File: config.mk
export PLATFORM = sky130hd
export DESIGN_NAME = uart_tx_sched
export DESIGN_NICKNAME = d
export VERILOG_FILES = /design/src/rtl/uart_tx_sched.sv
export SDC_FILE = /design/constraint.sdc
export NUM_CORES = 1
export LEC_CHECK = 0
export ABC_AREA = 1
export ABC_CLOCK_PERIOD_IN_PS = 1790
export CAP_MARGIN = 10
export CORE_MARGIN = 1.5
export CORE_UTILIZATION = 30
export DETAILED_ROUTE_END_ITERATION = 10
export GPL_TIMING_DRIVEN = 0
export REMOVE_ABC_BUFFERS = 1
export SLEW_MARGIN = 40
export SYNTH_ARGS = -nofsm -noshare
export SYNTH_HDL_FRONTEND = slang
export SYNTH_SLANG_ARGS = --single-unit
File: constraint.sdc
create_clock -name clk -period 1.79 [get_ports clk]
set_clock_uncertainty 0.2 [all_clocks]
set_input_delay 0.2685 -clock clk [delete_from_list [all_inputs] [get_ports clk]]
set_output_delay 0.2685 -clock clk [all_outputs]
set_load 0.01 [all_outputs]
File: src/rtl/uart_tx_sched.sv
// Round-robin scheduler sharing one UART transmitter among N_REQ byte producers.
// Baud-code changes are held pending until the transmitter is idle.
module uart_tx_sched #(
  parameter int         N_REQ     = 4,
  parameter int         BUSY_WAIT = 16,
  parameter logic [1:0] RST_BAUD  = 2'b00,
  localparam int        ID_W      = $clog2(N_REQ)
) (
  input  logic               clk,
  input  logic               rst,
  input  logic [N_REQ-1:0]   req_valid_i,
  input  logic [8*N_REQ-1:0] req_data_i,
  output logic [N_REQ-1:0]   req_ready_o,
  output logic [7:0]         tx_data_o,
  output logic               tx_start_o,
  input  logic               tx_busy_i,
  input  logic               cfg_wr_i,
  input  logic [1:0]         cfg_baud_i,
  output logic [1:0]         baud_fix_o,
  output logic [ID_W-1:0]    active_id_o,
  output logic               sched_busy_o,
  output logic               err_timeout_o,
  input  logic               err_clr_i
);

  localparam int               CNT_W    = $clog2(BUSY_WAIT + 1);
  localparam logic [ID_W-1:0]  LAST_RST = ID_W'(N_REQ - 1);
  localparam logic [CNT_W-1:0] CNT_MAX  = CNT_W'(BUSY_WAIT - 1);

  typedef enum logic [1:0] {IDLE, START, WAIT_BUSY, WAIT_DONE} state_t;

  state_t            state_q, state_d;
  logic [N_REQ-1:0]  rdy_q, rdy_d;
  logic [7:0]        data_q, data_d;
  logic              start_q, start_d;
  logic [ID_W-1:0]   id_q, id_d, last_q, last_d;
  logic              busy_q, busy_d;
  logic              err_q, err_d;
  logic              pend_q, pend_d;
  logic [1:0]        pval_q, pval_d, baud_q, baud_d;
  logic [CNT_W-1:0]  cnt_q, cnt_d;

  logic              win_vld, handshake, sel, timeout;
  logic [ID_W-1:0]   win_id, hs_id;
  logic [7:0]        hs_data;

  // Search last+1..N_REQ-1 first, then wrap to 0..last.
  always_comb begin
    win_vld = 1'b0;
    win_id  = '0;
    for (int i = 0; i < N_REQ; i++)
      if (!win_vld && req_valid_i[i] && ID_W'(i) > last_q) begin
        win_vld = 1'b1;
        win_id  = ID_W'(i);
      end
    for (int i = 0; i < N_REQ; i++)
      if (!win_vld && req_valid_i[i] && ID_W'(i) <= last_q) begin
        win_vld = 1'b1;
        win_id  = ID_W'(i);
      end
  end

  always_comb begin
    hs_id   = '0;
    hs_data = '0;
    for (int i = 0; i < N_REQ; i++)
      if (rdy_q[i]) begin
        hs_id   = ID_W'(i);
        hs_data = req_data_i[8*i +: 8];
      end
  end

  assign handshake = (state_q == IDLE) && |(rdy_q & req_valid_i);
  assign timeout   = (state_q == WAIT_BUSY) && !tx_busy_i && (cnt_q == CNT_MAX);

  always_ff @(posedge clk or posedge rst) begin
    if (rst) begin
      state_q <= IDLE;
      rdy_q   <= '0;
      data_q  <= '0;
      start_q <= 1'b0;
      id_q    <= '0;
      last_q  <= LAST_RST;
      busy_q  <= 1'b0;
      err_q   <= 1'b0;
      pend_q  <= 1'b0;
      pval_q  <= '0;
      baud_q  <= RST_BAUD;
      cnt_q   <= '0;
    end else begin
      state_q <= state_d;
      rdy_q   <= rdy_d;
      data_q  <= data_d;
      start_q <= start_d;
      id_q    <= id_d;
      last_q  <= last_d;
      busy_q  <= busy_d;
      err_q   <= err_d;
      pend_q  <= pend_d;
      pval_q  <= pval_d;
      baud_q  <= baud_d;
      cnt_q   <= cnt_d;
    end
  end

  // The grant cycle is spent in IDLE with req_ready high; the byte moves only on the handshake.
  always_comb begin
    state_d = state_q;
    unique case (state_q)
      IDLE:      if (handshake) state_d = START;
      START:     state_d = WAIT_BUSY;
      WAIT_BUSY: if (tx_busy_i) state_d = WAIT_DONE;
                 else if (cnt_q == CNT_MAX) state_d = IDLE;
      WAIT_DONE: if (!tx_busy_i) state_d = IDLE;
      default:   state_d = IDLE;
    endcase
  end

  // Registered outputs are computed from the next state so req_ready needs no input-to-output path.
  always_comb begin
    sel     = (state_d == IDLE) && !tx_busy_i;
    rdy_d   = '0;
    data_d  = data_q;
    id_d    = id_q;
    last_d  = last_q;
    cnt_d   = cnt_q;
    pend_d  = pend_q;
    pval_d  = pval_q;
    baud_d  = baud_q;
    err_d   = err_q;
    start_d = (state_d == START);
    busy_d  = (state_d != IDLE);
    if (handshake) begin
      data_d = hs_data;
      id_d   = hs_id;
      last_d = hs_id;
    end
    if (state_q == START) cnt_d = '0;
    else if (state_q == WAIT_BUSY) cnt_d = cnt_q + 1'b1;
    if (sel && pend_q) begin
      baud_d = pval_q;
      pend_d = 1'b0;
    end else if (sel && win_vld) begin
      for (int i = 0; i < N_REQ; i++) rdy_d[i] = (ID_W'(i) == win_id);
    end
    if (cfg_wr_i) begin
      pend_d = 1'b1;
      pval_d = cfg_baud_i;
    end
    if (err_clr_i) err_d = 1'b0;
    if (timeout)   err_d = 1'b1;
  end

  assign req_ready_o   = rdy_q;
  assign tx_data_o     = data_q;
  assign tx_start_o    = start_q;
  assign active_id_o   = id_q;
  assign sched_busy_o  = busy_q;
  assign err_timeout_o = err_q;
  assign baud_fix_o    = baud_q;

endmodule

==> results.cfg <==
[placement]
setup_ws_pre_cts_ns = -0.4795
place.detailed.hpwl_mm = 3.255
detailed_place.area_um2 = 2386
place.port_buffers = 61
finalWeightedCongestion = 0.8554

[global_route]
grt_max_degree = 32
grt_antenna_before_repair = 0
globalRoute.totalOverflow = 0
first_global_vias = 1583
gr-usage-all-layers_pct = 15.27
grt_first_pass_wirelength_mm = 7.369

[detailed_routing]
wl_per_cell_um = 12.71
wl_mm = 4.523
vias = 1662
post-route-drc-count = 0
postRouteAntennaNets = 0
viasPerCell = 4.669
first_iter_violations = 55
drt-pass1-iter-count = 4

[run_status]
run_status = complete, but fails checks
violations = negative setup slack

[yosys]
ys_seq_elements = 31
synth.yosys.warnings = 0
seq_area_frac_synth_pct = 45.63
synth_area_um2 = 1705
post_synthesis_average_cell_area_um2 = 8.121
synth_cell_types = 25
synthCells = 210

[finish]
areaGrowthSynthToFinish_pct = 53.19
design.final.nets = 332
leading_cell_type_in_the_layout_fill_and_taps_excluded = clkdlybuf4s50_1
drive_gt1_share_pct = 16.55
final.fill_count = 543
final_area_um2 = 2613
diodes = 0
mostFrequentLayoutCells = clkdlybuf4s50_1 (60), nand2_1 (56), dfrtp_1 (27)

[die]
core_area_um2 = 5507
site_rows = 27
initial_core_util_pct = 30.97
chipHeight_um = 78.40
ioPinCount = 62
dieWidth_um = 78.40
die_area_um2 = 6146

[sta]
timing.final.crit_period_ns = 2.022
timing.setup.tns_ns = -1.463
worst_slew_pin_slew_ns = 0.6636
setup-violations-final = 10
finalHoldViolations = 0
worst_slack_ns = -0.2319
setup_repair_after_global_routing_missed_its_margin = yes
achievable-frequency_ghz = 0.4946
timing_max_transition_violations_final = 0
timing.slew.headroom_pct = 55.69
finalCritPeriodShare_pct = 113.0
hold_slack_ns = 0.2048

[worst_setup_path]
worstSetupPathType = register to register
worst-endpoint-arrival_ns = 2.03
crit_path_start_kind = register
cp-end-kind = register
critPathRequiredTime_ns = 1.80
critPathMaxFanout = 5

[job]
drv.max_cap_violation_count = 0

[clocking]
cts_tree = built
cts_max_level = 2
clk_pin_slew_ns = 0.07
clock_tree.buffer_depth = 2
worstSkewPairLatency_ns = 0.28
cts_num_sinks = 31
cts-root-buf = clkbuf_8
numCtsBuffers = 5

[pwr]
power.ir.vdd_worst_mv = 0.6713
power_density_nw_per_um2 = 1472
power.static_leakage_uw = 0.001167

[hold_path]
worstHoldPathType = input port to async pin
-- power by group --
group	total, uW	switching, uW	internal [uW]
Sequential	1190	189	999
Combinational	2130	1090	1040
Clock	533	262	271
-- kinds of logic after synthesis --
logic type | synth area share (%)
AND/OR/NAND/NOR | 27.95
AO/OA/AOI/OAI | 15.04
flip-flops | 45.63
buffers and inverters | 6.457
adder cells (fa/ha/maj) | 4.402
XOR/XNOR | 0.5137
-- sequential cells by signal (all words and copies together), names as in the netlist --
name           flops
active_id_o        2
tx_start_o         1
pval_q             2
tx_data_o          8
cnt_q              5
err_timeout_o      1
req_ready_o        4
sched_busy_o       1
last_q             2
state_q            2
baud_fix_o         2
pend_q             1
-- critical path: stages (launching register included) --
cell	delay, ns
dfrtp_1	0.37
ha_2	0.19
nand2_1	0.05
nor2_1	0.10
ha_2	0.21
inv_2	0.03
nand2_1	0.04
nand2_1	0.04
nand2_1	0.07
nand3_2	0.09
nand2_4	0.10
nand3_4	0.08
nor2_4	0.19
nand3_1	0.09
nor2_1	0.09
-- synthesized netlist by cell type --
master / n / area, um2
nand2_1: 57 / 214.0
dfrtp_1: 29 / 725.7
inv_1: 22 / 82.58
nor2_1: 18 / 67.56
nand3_1: 17 / 85.08
o21ai_0: 10 / 50.05
a22o_1: 8 / 70.07
a22oi_1: 8 / 60.06
a31oi_1: 8 / 50.05
ha_1: 6 / 75.07
a21oi_1: 4 / 20.02
nand2_2: 3 / 18.77
nor2_4: 3 / 33.78
clkbuf_1: 2 / 7.510
dfstp_2: 2 / 52.55
inv_2: 2 / 7.510
nand3_2: 2 / 20.02
nor2_2: 2 / 12.51
buf_2: 1 / 5.000
buf_4: 1 / 7.510
nand4_1: 1 / 6.260
nand4_2: 1 / 12.51
o22ai_1: 1 / 6.260
or2_2: 1 / 6.260
xor2_1: 1 / 8.760
-- repair_timing --
action,in CTS,in global routing
gates cloned,0,0
resized for setup,13,7
pin swaps,1,2
hold buffers,0,0
buffers inserted,7,2
setup endpoints to repair,22,22
-- stage by stage --
step                power [uW]  std cells  util, %
finish                    3847        356    47.44
global route              4177        356    47.44
CTS                       3797        354    46.90
detailed placement        2978        339    43.33
global placement          2946        339    43.33
floorplan                 2263        206        -
-- path summary, 6_finish.rpt --
path,slack [ns],cells after the start,end,startpoint
max,-0.23,14,req_ready_o[2]$_DFF_PP0_,cnt_q[0]$_DFFE_PP0P_
min,0.20,2,tx_data_o[1]$_DFFE_PP0P_,rst
max reg2reg,-0.23,14,req_ready_o[2]$_DFF_PP0_,cnt_q[0]$_DFFE_PP0P_
min reg2reg,0.28,2,pval_q[1]$_DFFE_PP0P_,pval_q[1]$_DFFE_PP0P_
max in group asynchronous,0.71,2,req_ready_o[2]$_DFF_PP0_,rst
min in group clk,0.28,2,pval_q[1]$_DFFE_PP0P_,pval_q[1]$_DFFE_PP0P_
-- per-layer routing --
metal  track usage, %  share of wire (%)
met1            19.41                 45
met2            25.65                 47
met3            3.488                6.1
met4            4.821                1.1
met5                0                  0
-- final cells by class --
type | instances | area [um2] | share of cell area, %
inverter | 24 | 90.09 | 3.448
clock inverter | 2 | 12.51 | 0.4789
tap | 72 | 90.09 | 3.448
clock buffer | 6 | 72.57 | 2.778
sequential | 31 | 780.7 | 29.89
timing repair buffer | 70 | 696.9 | 26.68
multi-input combinational | 151 | 869.6 | 33.29
Power figures use the tool's default switching activity.
